## config.mk

```make
export PLATFORM = sky130hd
export DESIGN_NAME = memu_scheduler
export DESIGN_NICKNAME = d
export VERILOG_FILES = /design/src/rtl/memu_pkg.sv /design/src/rtl/store_drain_fifo.sv /design/src/rtl/memu_scheduler.sv
export SDC_FILE = /design/constraint.sdc
export NUM_CORES = 1
export LEC_CHECK = 0
export ABC_AREA = 1
export BUFFER_PORTS_ARGS = -buffer_cell sky130_fd_sc_hd__buf_2
export CORE_UTILIZATION = 45
export CTS_BUF_LIST = sky130_fd_sc_hd__clkbuf_16
export DETAILED_ROUTE_END_ITERATION = 7
export GPL_TIMING_DRIVEN = 0
export PLACE_DENSITY_LB_ADDON = 0.1
export SYNTH_ARGS = -nofsm -noshare
export SYNTH_HDL_FRONTEND = slang
export SYNTH_HIERARCHICAL = 1
export SYNTH_SLANG_ARGS = --single-unit
export TNS_END_PERCENT = 10
```

## constraint.sdc

```tcl
create_clock -name clk -period 4.9 [get_ports clk]
set_input_delay 0.98 -clock clk [delete_from_list [all_inputs] [get_ports clk]]
set_output_delay 0.98 -clock clk [all_outputs]
set_load 0.02 [all_outputs]
```

## src/rtl/memu_pkg.sv

```systemverilog
// Shared sizes, load FSM states and the store drain queue entry for the
// memory-unit scheduler.
package memu_pkg;
  localparam int ROB_SIZE_BITS = 4;
  localparam int MEMORY_SIZE   = 4096;
  localparam int MEMORY_BITS   = 12;

  typedef enum logic [1:0] {
    L_IDLE,
    L_WAIT,
    L_RESP
  } ld_state_e;

  typedef struct packed {
    logic [MEMORY_BITS-1:0] addr;
    logic [31:0]            data;
  } sq_entry_t;

  // An effective address is usable only if it falls inside data memory.
  function automatic logic ea_in_range(input logic [31:0] ea);
    return ea <= 32'(MEMORY_SIZE - 1);
  endfunction
endpackage

```

## src/rtl/store_drain_fifo.sv

```systemverilog
// Circular store drain queue; exposes the head plus every slot's valid bit and
// address so the scheduler can detect load/store aliasing.
module store_drain_fifo
  import memu_pkg::*;
#(
  parameter int DEPTH = 4
) (
  input  logic                                clk,
  input  logic                                rst,
  input  logic                                push_i,
  input  sq_entry_t                           push_data_i,
  input  logic                                pop_i,
  output logic                                full_o,
  output logic                                empty_o,
  output sq_entry_t                           head_o,
  output logic [DEPTH-1:0]                    vld_o,
  output logic [DEPTH-1:0][MEMORY_BITS-1:0]   addr_o
);
  localparam int PW = $clog2(DEPTH);
  localparam logic [PW:0] ONE      = (PW+1)'(1);
  localparam logic [PW:0] FULL_CNT = (PW+1)'(DEPTH);

  sq_entry_t       mem_q [DEPTH];
  logic [PW-1:0]   head_q, tail_q;
  logic [PW:0]     cnt_q;

  always_ff @(posedge clk or posedge rst) begin
    if (rst) begin
      head_q <= '0;
      tail_q <= '0;
      cnt_q  <= '0;
    end else begin
      if (push_i) tail_q <= tail_q + 1'b1;
      if (pop_i)  head_q <= head_q + 1'b1;
      unique case ({push_i, pop_i})
        2'b10:   cnt_q <= cnt_q + ONE;
        2'b01:   cnt_q <= cnt_q - ONE;
        default: ;
      endcase
    end
  end

  // Payload storage needs no reset; occupancy is tracked by the pointers.
  always_ff @(posedge clk) begin
    if (push_i) mem_q[tail_q] <= push_data_i;
  end

  assign full_o  = (cnt_q == FULL_CNT);
  assign empty_o = (cnt_q == '0);
  assign head_o  = mem_q[head_q];

  // A slot is live when its distance from the head is below the occupancy.
  for (genvar i = 0; i < DEPTH; i++) begin : g_slot
    logic [PW-1:0] off;
    assign off       = PW'(i) - head_q;
    assign vld_o[i]  = ({1'b0, off} < cnt_q);
    assign addr_o[i] = mem_q[i].addr;
  end
endmodule

```

## src/rtl/memu_scheduler.sv

```systemverilog
// Arbitrates the single data-memory port between speculative loads and
// committed store drains, and returns load results over the CDB handshake.
module memu_scheduler
  import memu_pkg::*;
#(
  parameter int SQ_DEPTH = 4,
  parameter int LATENCY  = 1
) (
  input  logic                   clk,
  input  logic                   rst,
  input  logic                   flush,
  input  logic                   ld_valid,
  output logic                   ld_ready,
  input  logic [ROB_SIZE_BITS:0] ld_roben,
  input  logic [31:0]            ld_base,
  input  logic [31:0]            ld_imm,
  input  logic                   st_valid,
  output logic                   st_ready,
  input  logic [31:0]            st_base,
  input  logic [31:0]            st_imm,
  input  logic [31:0]            st_data,
  output logic                   st_invalid_address,
  output logic                   mem_read_en,
  output logic                   mem_write_en,
  output logic [31:0]            mem_address,
  output logic [31:0]            mem_data,
  output logic [ROB_SIZE_BITS:0] mem_roben,
  input  logic [31:0]            mem_result,
  output logic                   cdb_valid,
  input  logic                   cdb_ready,
  output logic [ROB_SIZE_BITS:0] cdb_roben,
  output logic [31:0]            cdb_result,
  output logic                   cdb_invalid_address
);
  ld_state_e                          state_q;
  logic [1:0]                         cnt_q;
  logic                               live_q;
  logic                               st_inv_q, rd_en_q, wr_en_q;
  logic [31:0]                        addr_q, data_q;
  logic [ROB_SIZE_BITS:0]             mem_roben_q, cdb_roben_q;
  logic                               cdb_valid_q, cdb_inv_q;
  logic [31:0]                        cdb_result_q;

  logic [31:0]                        st_ea, ld_ea;
  logic                               st_ok, ld_ok, st_acc, enq, ld_acc, deq, hazard;
  logic                               sq_full, sq_empty;
  sq_entry_t                          sq_head, sq_push;
  logic [SQ_DEPTH-1:0]                sq_vld;
  logic [SQ_DEPTH-1:0][MEMORY_BITS-1:0] sq_addr;

  assign st_ea   = st_base + st_imm;
  assign ld_ea   = ld_base + ld_imm;
  assign st_ok   = ea_in_range(st_ea);
  assign ld_ok   = ea_in_range(ld_ea);
  assign sq_push = '{addr: st_ea[MEMORY_BITS-1:0], data: st_data};

  // Handshakes stay low while reset is held and for the first cycle after it.
  assign st_ready = live_q & ~sq_full;
  assign st_acc   = st_valid & st_ready;
  assign enq      = st_acc & st_ok;

  always_comb begin
    hazard = enq && (st_ea[MEMORY_BITS-1:0] == ld_ea[MEMORY_BITS-1:0]);
    for (int i = 0; i < SQ_DEPTH; i++)
      if (sq_vld[i] && sq_addr[i] == ld_ea[MEMORY_BITS-1:0]) hazard = 1'b1;
  end

  assign ld_ready = live_q & (state_q == L_IDLE) & ~flush & ~hazard & ~sq_full;
  assign ld_acc   = ld_valid & ld_ready;
  assign deq      = ~sq_empty & ~ld_acc;

  store_drain_fifo #(.DEPTH(SQ_DEPTH)) u_sq (
    .clk         (clk),
    .rst         (rst),
    .push_i      (enq),
    .push_data_i (sq_push),
    .pop_i       (deq),
    .full_o      (sq_full),
    .empty_o     (sq_empty),
    .head_o      (sq_head),
    .vld_o       (sq_vld),
    .addr_o      (sq_addr)
  );

  always_ff @(posedge clk or posedge rst) begin
    if (rst) begin
      state_q      <= L_IDLE;
      cnt_q        <= '0;
      live_q       <= 1'b0;
      st_inv_q     <= 1'b0;
      rd_en_q      <= 1'b0;
      wr_en_q      <= 1'b0;
      addr_q       <= '0;
      data_q       <= '0;
      mem_roben_q  <= '0;
      cdb_valid_q  <= 1'b0;
      cdb_roben_q  <= '0;
      cdb_result_q <= '0;
      cdb_inv_q    <= 1'b0;
    end else begin
      live_q   <= 1'b1;
      st_inv_q <= st_acc & ~st_ok;
      rd_en_q  <= ld_acc & ld_ok;
      wr_en_q  <= deq;
      if (ld_acc && ld_ok) begin
        addr_q      <= ld_ea;
        mem_roben_q <= ld_roben;
      end else if (deq) begin
        addr_q <= 32'(sq_head.addr);
        data_q <= sq_head.data;
      end
      unique case (state_q)
        L_IDLE: if (ld_acc) begin
          cdb_roben_q <= ld_roben;
          if (ld_ok) begin
            cnt_q   <= 2'(LATENCY - 1);
            state_q <= L_WAIT;
          end else begin
            cdb_valid_q  <= 1'b1;
            cdb_result_q <= '0;
            cdb_inv_q    <= 1'b1;
            state_q      <= L_RESP;
          end
        end
        // A flushed read still completes at the DM; its data is simply ignored.
        L_WAIT: if (flush) begin
          cnt_q   <= '0;
          state_q <= L_IDLE;
        end else if (cnt_q == '0) begin
          cdb_valid_q  <= 1'b1;
          cdb_result_q <= mem_result;
          cdb_inv_q    <= 1'b0;
          state_q      <= L_RESP;
        end else begin
          cnt_q <= cnt_q - 2'd1;
        end
        L_RESP: if (flush || cdb_ready) begin
          cdb_valid_q <= 1'b0;
          state_q     <= L_IDLE;
        end
        default: state_q <= L_IDLE;
      endcase
    end
  end

  assign st_invalid_address  = st_inv_q;
  assign mem_read_en         = rd_en_q;
  assign mem_write_en        = wr_en_q;
  assign mem_address         = addr_q;
  assign mem_data            = data_q;
  assign mem_roben           = mem_roben_q;
  assign cdb_valid           = cdb_valid_q;
  assign cdb_roben           = cdb_roben_q;
  assign cdb_result          = cdb_result_q;
  assign cdb_invalid_address = cdb_inv_q;
endmodule
```

---- Word-level counts from Yosys, hierarchy flattened ----
Memories as Yosys holds them, arrays and structs flattened.
Index checks and enable logic that the tools add are counted.
cells by class
  $add $sub $neg .......................... 11
  order comparisons ....................... 6
  equality and inequality tests ........... 18
  multiplexer cells ....................... 34
  bitwise logic cells ..................... 18
  reduce and logical (&&, ||, !) cells .... 20
operator list
  kind                                                    number
  2-to-1 mux 32 bit                                       6
  adder 32 bit                                            2
  <= comparator 32 x 12 -> 1 bit (second input constant)  2
  case mux 32 bit (2 select lines)                        1
  equality test 12 bit                                    5
  2-to-1 mux 2 bit                                        9
  2-to-1 mux 1 bit                                        13
  less-than comparator 2 x 3 -> 1 bit                     4
  inequality test 2 bit (second input constant)           6
  AND 1 bit                                               11
  NOT 1 bit                                               7
  logical AND 1 bit                                       6
  inequality test 3 bit (second input constant)           2
  case mux 2 bit (3 select lines)                         1
  case mux 3 bit (2 select lines)                         1
  AND reduction 6 bit                                     1
  nonzero test 2 bit                                      3
  AND reduction 5 bit                                     1
  adder 2 x 1 -> 2 bit (second input constant)            2
  equality test 2 x 1 -> 1 bit (second input constant)    2
  equality test 2 bit (second input constant)             2
  zero test 2 bit                                         2
  case mux 2 bit (2 select lines)                         1
  AND reduction 2 bit                                     2
  other kinds (13)                                        15
word-level totals
  bits in registers ....................... 123
  bits in writable memories ............... 176
  bits of input ports ..................... 203
  output and inout port bits .............. 113
  logic and storage cells ................. 124
  memories ................................ 1
memory list
  name        depth  bits a word  read ports  clocked after memory_dff  wr ports  line                    RTL
  u_sq.mem_q  4      44           5           0                         1         store_drain_fifo.sv:23  sq_entry_t mem_q [DEPTH];

---- Longest topological paths before layout ----
Gate-level depths: netlist of run 1.
  depth in word-level cells ............... 18
  depth in mapped cells ................... 32
  depth with buffers taken out ............ 30

---- Hierarchy ----
The synthesis of run 1 kept the hierarchy.
by module, submodules not included
  module            times used  cells an instance  area each (um^2)  sequential area each (um^2)
  memu_scheduler    1           1,785              10,751.6          2,902.8
  store_drain_fifo  1           548                7,502.2           5,460.2

---- Worst setup path after synthesis of run 1 ----
Ideal clock, no wire load.
  kind .................................... input-to-reg
  start ................................... input st_base[0]
  end ..................................... memory u_sq/mem_q[0][0] (netlist bit) (enable)
  setup time .............................. 398 ps
  data arrival time ....................... 3,879 ps
  data required time ...................... 4,502 ps
  path slack .............................. 623 ps
  stages on the path ...................... 18
  path buffers ............................ 1
  cell sequence ........................... ha_1 fa_1 nand3_1 nand3_1 nand2_1 nand2_1 nand3_1 nand3_1 nand2_1 nand2_1 nor2_1 nand3_1 nor2_2 nand2_1 nor2_1 clkbuf_1 nand2_1 inv_1
on the way
  longest elaborated chain between the ends .. 5
RTL lines
  what                                    line                    RTL
  start: declaration                      memu_scheduler.sv:19    input logic [31:0] st_base,
  adder 32 bit                            memu_scheduler.sv:51    assign st_ea = st_base + st_imm;
  <= comparator 32 x 12 -> 1 bit          memu_pkg.sv:21          return ea <= 32'(MEMORY_SIZE - 1);
  AND 1 bit                               memu_scheduler.sv:60    assign enq = st_acc & st_ok;
  net enq                                 memu_scheduler.sv:45    logic st_ok, ld_ok, st_acc, enq, ld_acc, deq, hazard;
  2-to-1 mux 1 bit                        store_drain_fifo.sv:45  if (push_i) mem_q[tail_q] <= push_data_i;
  2-to-1 mux 1 bit (not written as such)  store_drain_fifo.sv:45
  end: declaration                        store_drain_fifo.sv:23
The timed path passes the listed nets, and every way through them passes these cells.

---- Worst setup path after layout of run 1 ----
  start ................................... input st_base[0]
  end ..................................... output ld_ready
on the way
  longest elaborated chain between the ends .. 11
  elaborated cells between the ends (all ways) .. 12
  those cells by class .................... 1 x add/sub; 1 x order compare; 1 x eq/ne; 4 x mux; 4 x bitwise; 1 x reduce/logical
RTL lines
  what                               line                  RTL
  adder 32 bit (*)                   memu_scheduler.sv:51
  net st_ea[4]                       memu_scheduler.sv:44  logic [31:0] st_ea, ld_ea;
  <= comparator 32 x 12 -> 1 bit     memu_pkg.sv:21
  AND 1 bit                          memu_scheduler.sv:60
  logical AND 1 bit (*)              memu_scheduler.sv:63  hazard = enq && (st_ea[MEMORY_BITS-1:0] == ld_ea[MEMORY_BITS-1:0]);
  2-to-1 mux 1 bit (*) (4 in a row)  memu_scheduler.sv:65  if (sq_vld[i] && sq_addr[i] == ld_ea[MEMORY_BITS-1:0]) hazard = 1'b1;
  NOT 1 bit (*)                      memu_scheduler.sv:68  assign ld_ready = live_q & (state_q == L_IDLE) & ~flush & ~hazard & ~sq_full;
  AND 1 bit (*) (2 in a row)         memu_scheduler.sv:68
  end: declaration                   memu_scheduler.sv:13  output logic ld_ready,
The timed path passes the listed nets; every way through them passes the cells marked *.

==> metrics, run 1 <==
most frequent cells in the layout=815 x nand2_1, 344 x buf_2, 274 x inv_1, 266 x nand3_1, 176 x edfxtp_1; global route total overflow=0; CP Data Required Time=~4 ns; FFs w/ async S/R, synth=41.1%; reg-to-reg startpoint=u_sq/head_q[0]; CP arrival=about 3.7 ns; initial antenna violation count=3; clock-pin slew on the worst setup and hold paths=0.06 ns; Initial Util=a little under half; leakage power figure=around 0.011 uW; Post-CTS Setup Bufs=0; Placed Area=~21000 um2; # port buffers=about 320; main flop type after synthesis=edfxtp_1; GPL Wtd Cong=a little over 0.9; Top Family by Delay on Critical Path=simple AND/OR/NAND/NOR gates; final WL=~54000 um; die area=41400 um2; most common cell after layout, fill and taps aside=nand2_1; Hold Violations, Final=0; final-report max-slew violation count=0; library cells used by synthesis=between 40 and 50; setup ws final=around 0.24 ns; Clock Skews=approximately 0.018 ns; CTS tree=done; max-cap violations=0; maximum clock frequency=~210 MHz; crit start category=input pin; synthesized cell area=18300 um2; clock buffer depth=3; Worst-Skew Late Latency=between 0.5 and 0.6 ns; worst hold path class=in2async; Most common cell on crit path=nand3_1; die height=approximately 200 um; Starting DRT DRC Count=approximately 1200; Crit path buffers/inverters=3; crit path launch=st_base[0]; Layout Nets=between 2000 and 3000; Sinks on Clock Net=~300; first-pass GRT wire length=roughly 85000 um; # rows=between 70 and 80; drc violations=0; H-Tree Depth=1; Clock Root Buffer=clkbuf_16; VDD IR-drop max=around 0.3 mV; post-route insts no fill=~3200; final core occ=54.0%; crit path time final=about 4.7 ns; largest net degree at the start of global routing=81; Ports=around 320; area delta synth->final=18.0%; PwrDens=417 nW/um2; Mean Syn Cell Area=between 7 and 8 um2; Setup Crit Path Kind=in2out; Syn Inst Count=about 2300; EDFF count, synth=around 180; HPWL after DPL=40900 um; Finished Cell Area=~22000 um2; unrepaired setup endpoints after global routing=no; Die Wd=~200 um; critical path cell sequence=buf_2 -> ha_1 -> fa_1 -> nand3_1 -> nand3_1 -> xor2_1 -> xor2_1 -> a21oi_1 -> nand3_1 -> nor2_2 -> nand4_2 -> nand2_1 -> inv_1 -> buf_2; flops & latches, synth=299; Final period util=between 90% and 100%; Pre-antenna DRT Iters=6; Total GRT Usage=between 20% and 30%; final setup fails=0; CP peak stage delay=between 0.5 and 0.6 ns; Synth Net Count=about 2600; Vias=16500; Slew HR=43.7%; routed vias/inst=slightly above 5; number of buffers created by CTS=30; Slowest-stage cell, CP=xor2_1; crit-path max FO=5; core area=around 40000 um2; DP Worst Slack=-0.470 ns; Antenna Nets Post-Route=0; status=finished clean; vias in the first global route=approximately 16000; sequential-to-total area share from yosys stat=between 40% and 50%; routed length per instance=approximately 17 um; post-placement cell count=around 3200; Pwr Total=8970 uW; Critical Path Sink Type=output port; layout cell share with drive strength beyond 1=a little under a fifth; synth warn=6; worst slew pin tran=between 0.8 and 0.9 ns
-- synth_stat cells, drive strengths merged (2+ instances only) --
cell type	number	area (um2)
o21bai	8	60.1
nor3	20	105
nand3	272	1390
a21boi	6	45.0
dfrtp	123	3080
clkbuf	9	33.8
nand2	829	3170
buf	101	699
xor2	24	210
inv	282	1060
nand4	73	469
a21oi	61	317
or2	6	37.5
xnor2	17	149
nor2	165	647
nand3b	39	293
o21ai	38	190
fa	3	60.1
o21a	2	15.0
edfxtp	176	5290
ha	72	901
-- final cells by class --
cell class / count / area (um2)
clock inverters: 25 / 175
diodes: 2 / 5.00
multi-input cells: 1642 / 8110
fillers: 3886 / 18400
well taps: 525 / 657
repair buffers: 320 / 1690
flip-flops and latches: 299 / 8360
clock buffers: 30 / 751
plain buffers: 108 / 727
inverters: 282 / 1070
-- state kept, by name, indices dropped and copies added, names as in the netlist, 2 cells and up --
| signal | count |
|---|---|
| cdb_result | 32 |
| mem_roben | 5 |
| mem_address | 32 |
| cnt_q | 2 |
| u_sq/head_q | 2 |
| u_sq/cnt_q | 3 |
| state_q | 2 |
| u_sq/tail_q | 2 |
| u_sq/mem_q | 176 |
| cdb_roben | 5 |
| mem_data | 32 |
-- stage by stage --
stage | hold WS, ns | setup TNS, ns
4_1_cts | 0.388 | 0
6_report | 0.405 | 0
2_1_floorplan | 0.442 | 0
3_5_place_dp | 0.453 | -0.828
3_3_place_gp | 0.448 | -293.44
5_1_grt | 0.417 | 0
-- what timing repair did --
item                                   4_1_cts  5_1_grt
hold buffers                                 0        0
resized for setup                            0        7
setup endpoints to repair                    0        3
endpoints found under the hold margin        0        0
-- where the power goes --
part           total, uW  internal (uW)  switching [uW]  leakage (uW)
combinational       3720           1140            2580       0.00722
clock               2150           1210             940      0.000485
sequential          3110           2950             158       0.00319
total               8970           5300            3680        0.0109
-- worst paths after layout --
| check | slack, ns | endpoint | cells past startpoint |
|---|---|---|---|
| worst min register to register | 0.46 | cdb_result[27] | 2 |
| worst max-delay path | 0.24 | ld_ready | 14 |
| min in group clk | 0.46 | cdb_result[27] | 2 |
| worst min-delay path | 0.41 | u_sq/cnt_q[1] | 2 |
| worst max register to register | 0.45 | u_sq/cnt_q[2] | 30 |
| max in group asynchronous | 3.70 | mem_address[7] | 3 |
-- per-layer routing --
| metal | global-route usage (%) | wire length [um] | vias to the layer above |
|---|---|---|---|
| li1 | - | - | 8250 |
| met1 | 36.6 | 25200 | 7677 |
| met2 | 43.4 | 24900 | 539 |
| met3 | 3.63 | 3310 | 74 |
| met4 | 5.61 | 1040 | 4 |
| met5 | 0 | 22 | - |
-- worst reg2reg max path, delay by kind of cell (launching register included) --
family / cells / cell delay [ns]
adders and majority gates: 3 / 0.85
and+or+nand+nor: 18 / 1.82
buffers and inverters: 6 / 0.76
AOI/OAI and AO/OA: 3 / 0.48
DFF: 1 / 0.43
-- cell families (layout without fill, tap and decap cells) --
kind of cell / count (synthesis) / in the layout / synth area share (%)
adder cells (fa/ha/maj): 75 / 75 / 5.26
XOR/XNOR: 41 / 41 / 1.97
AO/OA/AOI/OAI: 118 / 118 / 3.55
flip-flops: 299 / 299 / 45.8
AND/OR/NAND/NOR: 1407 / 1407 / 33.6
other: 1 / 3 / 0.0205
buffers and inverters: 392 / 765 / 9.83
Power figures use the tool's default switching activity.
==> inputs of run 2 (changes only) <==
==> constraint.sdc (replaced) <==
create_clock -name clk -period 4.9 [get_ports clk]
set_input_delay 0.735 -clock clk [delete_from_list [all_inputs] [get_ports clk]]
set_output_delay 0.735 -clock clk [all_outputs]
set_load 0.02 [all_outputs]
==> metrics, run 2 (synthesis gave the netlist of run 1 again) <==
status=finished clean; Setup Crit Path Kind=reg2reg; area delta synth->final=18.0% (about the same); Total GRT Usage=26.3% (unchanged); number of buffers created by CTS=30 (unchanged); PwrDens=416 nW/um2 (about the same); Starting DRT DRC Count=1154 (-4.4%); P_sw=3670 uW (-0.14%); Pre-antenna DRT Iters=6 (unchanged); Antenna Nets Post-Route=0 (unchanged); vias in the first global route=15800 (unchanged); CP peak stage delay=0.40 ns (-0.14 ns); Ports=316 (unchanged); die area=41400 um2 (unchanged); Clock Root Buffer=clkbuf_16; multi-input logic area=8100 um2 (about the same); Sinks on Clock Net=299 (unchanged); most flop-heavy register=u_sq/mem_q; CP Data Required Time=5.35 ns (+1.43 ns); Fillers=3887 (+0.026%); final setup fails=0 (unchanged); Critical Path Sink Type=flip-flop; Pint=5300 uW (about the same); reg-to-reg startpoint=u_sq/head_q[1]; Clk pwr share=24.0% (about the same); core area=39900 um2 (unchanged); # port buffers=315 (unchanged); leakage power figure=0.0109 uW (about the same); routed length per instance=16.8 um (-0.29%); crit path time final=4.39 ns (-0.267 ns); global route total overflow=0 (unchanged); top layer in use=met5; first-pass GRT wire length=85300 um (unchanged); Die Wd=203 um (unchanged); initial antenna violation count=3 (unchanged); drc violations=0 (unchanged); final WL=54300 um (-0.26%); die height=203 um (unchanged); Post-CTS Hold Fix Bufs=0 (unchanged); layout cell share with drive strength beyond 1=18.8% (-0.044 points); VDD IR-drop max=0.291 mV (-0.35%); Layout Nets=2962 (+0.034%); clock-pin slew on the worst setup and hold paths=0.06 ns (about the same); R2R depth=30 (unchanged); most frequent cells in the layout=815 x nand2_1, 345 x buf_2, 274 x inv_1, 266 x nand3_1, 176 x edfxtp_1; Reg area=8360 um2 (unchanged); Worst-Skew Late Latency=0.56 ns (about the same); GPL Wtd Cong=0.909 (unchanged); HPWL after DPL=40900 um (unchanged); worst slew pin tran=0.853 ns (+0.00809 ns); CTS tree=done; Sw Ratio=40.9% (about the same); unrepaired setup endpoints after global routing=no; H-Tree Depth=1 (unchanged); clock buffer depth=3 (unchanged); CP arrival=4.84 ns (+1.16 ns); Clock Skews=0.0181 ns (+0.000479 ns); Vias=16500 (-0.18%); routed vias/inst=5.11 (-0.21%); met3 wire length=3500 um (+5.7%); max-cap violations=0 (unchanged); Comb pwr share=41.3% (about the same); crit start category=flip-flop; Hold Violations, Final=0 (unchanged); final core occ=54.0% (about the same); worst hold path class=in2async; # rows=73 (unchanged); met2 wire length=24800 um (-0.31%); maximum clock frequency=228 MHz (+6.1%); Final period util=89.6% (-5.4 points); Post-CTS Setup Bufs=0 (unchanged); final-report max-slew violation count=0 (unchanged); Slew HR=43.2% (-0.54 points); Flop pwr share=34.6% (about the same); most common cell after layout, fill and taps aside=nand2_1; largest net degree at the start of global routing=81 (unchanged); crit-path max FO=22 (+17); flop2flop setup slack=0.51 ns (+0.06 ns); max FFs per register=176 (unchanged); reg-to-reg endpoint=u_sq/cnt_q[2]; Sum Neg Setup Slack=0 ns (unchanged); Slowest-stage cell, CP=dfrtp_1; wire length on met1=25000 um (-0.84%); Initial Util=45.7% (unchanged)
## run 2: critical path: cells and delay by family, from the launching register on
| family | cells | cell delay [ns] |
|---|---|---|
| and+or+nand+nor | 18 | 1.82 |
| adders and majority gates | 3 | 0.82 |
| buffers and inverters | 6 | 0.75 |
| AOI/OAI and AO/OA | 3 | 0.49 |
| DFF | 1 | 0.40 |
## run 2: how the worst max path moves through the flow
stage,from,endpoint,slack (ns),cells after the start
global route,u_sq/head_q[1],u_sq/cnt_q[2],0.1,30
global placement,rst,mem_data[20],-0.83,2
floorplan,st_base[0],u_sq/mem_q[0][0],0.87,18
detailed placement,ld_base[0],u_sq/cnt_q[2],-0.22,25
finish,u_sq/head_q[1],u_sq/cnt_q[2],0.51,30
CTS,u_sq/head_q[1],u_sq/cnt_q[2],0.07,31
## run 2: repair_timing
| item | CTS | global route |
|---|---|---|
| hold endpoints to repair | 0 | 0 |
| resized for setup | 0 | 6 |
| endpoints found under the setup margin | 0 | 2 |
## run 2: cell type report
class                      count  share of cell area (%)
buffer                       109                    3.38
multi-input combinational   1642                    37.6
timing repair buffer         320                    7.85
clock buffer                  30                    3.48
clock inverter                25                   0.813
tap                          525                    3.05
sequential                   299                    38.8
antenna                        2                  0.0232
inverter                     282                    4.99
## run 2: power groups by stage
stage	combinational, uW	sequential, uW	clock [uW]
2_1_floorplan	2130	3390	0
3_3_place_gp	3650	3140	0
3_5_place_dp	3690	3150	0
4_1_cts	3710	3100	2200
5_1_grt	4090	3130	2300
6_report	3710	3110	2160
## run 2: routing by layer
layer	vias to the layer above	global-route usage, %
li1	8252	-
met1	7645	36.6
met2	543	43.4
met3	71	3.63
met4	4	5.61
met5	-	0
## run 2: metrics by stage
| step | hold slack, ns | instances | total power, uW | setup slack, ns | cell area [um2] |
|---|---|---|---|---|---|
| after detailed placement | 0.453 | 3178 | 6840 | -0.225 | 20600 |
| final | 0.156 | 3234 | 8970 | 0.508 | 21500 |
| after CTS | 0.143 | 3233 | 9020 | 0.0739 | 21500 |
| after global routing | 0.172 | 3232 | 9520 | 0.0965 | 21500 |
| after floorplan | 0.442 | 2333 | 5520 | 0.868 | 18300 |
| after global placement | 0.448 | 3173 | 6790 | -0.833 | 20500 |
==> inputs of run 3 (changes only) <==
- CELL_PAD_IN_SITES_DETAIL_PLACEMENT: default -> 0
- CELL_PAD_IN_SITES_GLOBAL_PLACEMENT: default -> 1
- CORE_UTILIZATION: 45 -> 42
- PLACE_DENSITY: default -> 0.92
- PLACE_DENSITY_LB_ADDON: 0.1 -> default
==> metrics, run 3 (synthesis gave the netlist of run 1 again) <==
core area=43000 um2 (+7.7%); worst slew pin tran=0.847 ns (-0.00547 ns); drc violations=0 (unchanged); post-placement cell count=3238 (+1.9%); Critical Path Sink Type=flip-flop; Initial Util=42.5% (-3.3 points); unrepaired setup endpoints after global routing=no; Sinks on Clock Net=299 (unchanged); worst hold path class=in2async; most common cell after layout, fill and taps aside=nand2_1; largest net degree at the start of global routing=67 (-17%); PwrDens=417 nW/um2 (+0.18%); Clock Skews=0.0457 ns (+0.0276 ns); GRT busiest layer=met2; maximum clock frequency=221 MHz (-2.9%); max-cap violations=0 (unchanged); initial antenna violation count=6 (+3); Slowest-stage cell, CP=dfrtp_1; crit start category=flip-flop; clock-pin slew on the worst setup and hold paths=0.06 ns (about the same); R2R depth=30 (unchanged); crit path time final=4.52 ns (+0.131 ns); layout cell share with drive strength beyond 1=19.0% (+0.18 points); max FFs per register=176 (unchanged); clock buffer depth=3 (unchanged); Vias=16800 (+1.5%); final setup fails=0 (unchanged); HPWL after DPL=41600 um (+1.9%); post-route insts no fill=3294 (+1.9%); Hold Violations, Final=0 (unchanged); GPL Wtd Cong=0.915 (+0.67%); grt met2 use=43.0% (-0.49 points); Post-CTS Setup Bufs=0 (unchanged); VDD IR-drop max=0.322 mV (+10%); Most common cell on crit path=nand3_1; die area=44300 um2 (+7.1%); Total GRT Usage=24.5% (-1.8 points); Setup Crit Path Kind=reg2reg; final WL=54400 um (+0.18%); most flop-heavy register=u_sq/mem_q; leakage power figure=0.0109 uW (about the same); crit-path max FO=22 (unchanged); Final period util=92.3% (+2.7 points); vias in the first global route=16600 (+5.3%); Ports=316 (unchanged); setup ws final=0.377 ns (-0.131 ns); H-Tree Depth=1 (unchanged); Die Wd=210 um (+3.5%); die height=210 um (+3.5%); met1 usage=30.6% (-6.0 points); post-CTS sizing=0 (unchanged); global route total overflow=0 (unchanged); routed length per instance=16.5 um (-1.6%); CP peak stage delay=0.40 ns (about the same); Worst-Skew Late Latency=0.59 ns (+0.03 ns); Fillers=4123 (+6.1%); DP Worst Slack=-0.311 ns (-0.0864 ns); reg-to-reg startpoint=u_sq/head_q[1]; Antenna Nets Post-Route=0 (unchanged); first-pass GRT wire length=86100 um (+0.91%); final-report max-slew violation count=0 (unchanged); Starting DRT DRC Count=1310 (+14%); CTS tree=done; # port buffers=315 (unchanged); most frequent cells in the layout=815 x nand2_1, 345 x buf_2, 270 x inv_1, 267 x nand3_1, 176 x edfxtp_1; routed vias/inst=5.09 (-0.33%); status=finished clean; CP arrival=4.97 ns (+0.13 ns); Pre-antenna DRT Iters=5 (-1); flop2flop setup slack=0.38 ns (-0.13 ns); Layout Nets=2962 (unchanged); Clock Root Buffer=clkbuf_16; number of buffers created by CTS=30 (unchanged); # rows=76 (+4.1%); area delta synth->final=18.7%; reg-to-reg endpoint=u_sq/cnt_q[2]; Hold WS=0.141 ns (-0.0149 ns); Post-CTS Hold Fix Bufs=0 (unchanged); Slew HR=43.5% (+0.36 points); grt met3 use=3.90% (+0.28 points); CP Data Required Time=5.34 ns (about the same)
run 3: final cells by class:
type / count / area, um2 / area share (%)
buffer: 109 / 728 / 3.36
antenna: 2 / 5.00 / 0.0231
clock buffer: 30 / 751 / 3.47
timing repair buffer: 320 / 1680 / 7.78
multi-input combinational: 1642 / 8100 / 37.4
inverter: 282 / 1080 / 4.97
sequential: 299 / 8360 / 38.6
tap: 585 / 732 / 3.38
clock inverter: 25 / 224 / 1.03
run 3: stage by stage:
stage	setup TNS (ns)	instance area (um2)	util (%)	power (uW)
5_1_grt	0	21700	50.4	9580
3_3_place_gp	-175.52	20600	47.8	6730
6_report	0	21700	50.4	9030
3_5_place_dp	-0.515	20700	48.1	6810
2_1_floorplan	0	18300	-	5520
4_1_cts	0	21600	50.4	9060
run 3: critical path, delay by kind of cell, from the launching register on:
| family | cells | cell delay (ns) |
|---|---|---|
| AOI/OAI and AO/OA | 3 | 0.45 |
| adders and majority gates | 3 | 0.83 |
| buffers and inverters | 6 | 0.77 |
| DFF | 1 | 0.40 |
| and+or+nand+nor | 18 | 1.91 |
run 3: where the power goes:
part           switching [uW]  internal [uW]  total [uW]
logic                    2560           1140        3700
clock network             961           1270        2240
registers                 154           2950        3100
total                    3670           5360        9030
run 3: how the worst max path moves through the flow:
stage              startpoint                end  slack [ns]  depth (start not counted)
6_report       u_sq/head_q[1]      u_sq/cnt_q[2]        0.38                         30
5_1_grt        u_sq/head_q[1]      u_sq/cnt_q[2]       0.005                         30
4_1_cts        u_sq/head_q[1]      u_sq/cnt_q[2]       0.004                         31
3_5_place_dp       ld_base[0]      u_sq/cnt_q[2]       -0.31                         27
2_1_floorplan      st_base[0]   u_sq/mem_q[0][0]        0.87                         18
3_3_place_gp       st_base[0]  u_sq/mem_q[2][30]       -0.64                         19
run 3: routing by layer:
| metal | part of all wire [%] | wire length (um) |
|---|---|---|
| met1 | 42 | 22700 |
| met4 | 3.3 | 1820 |
| met2 | 48 | 26000 |
| met3 | 7.0 | 3790 |
| met5 | 0.099 | 54 |
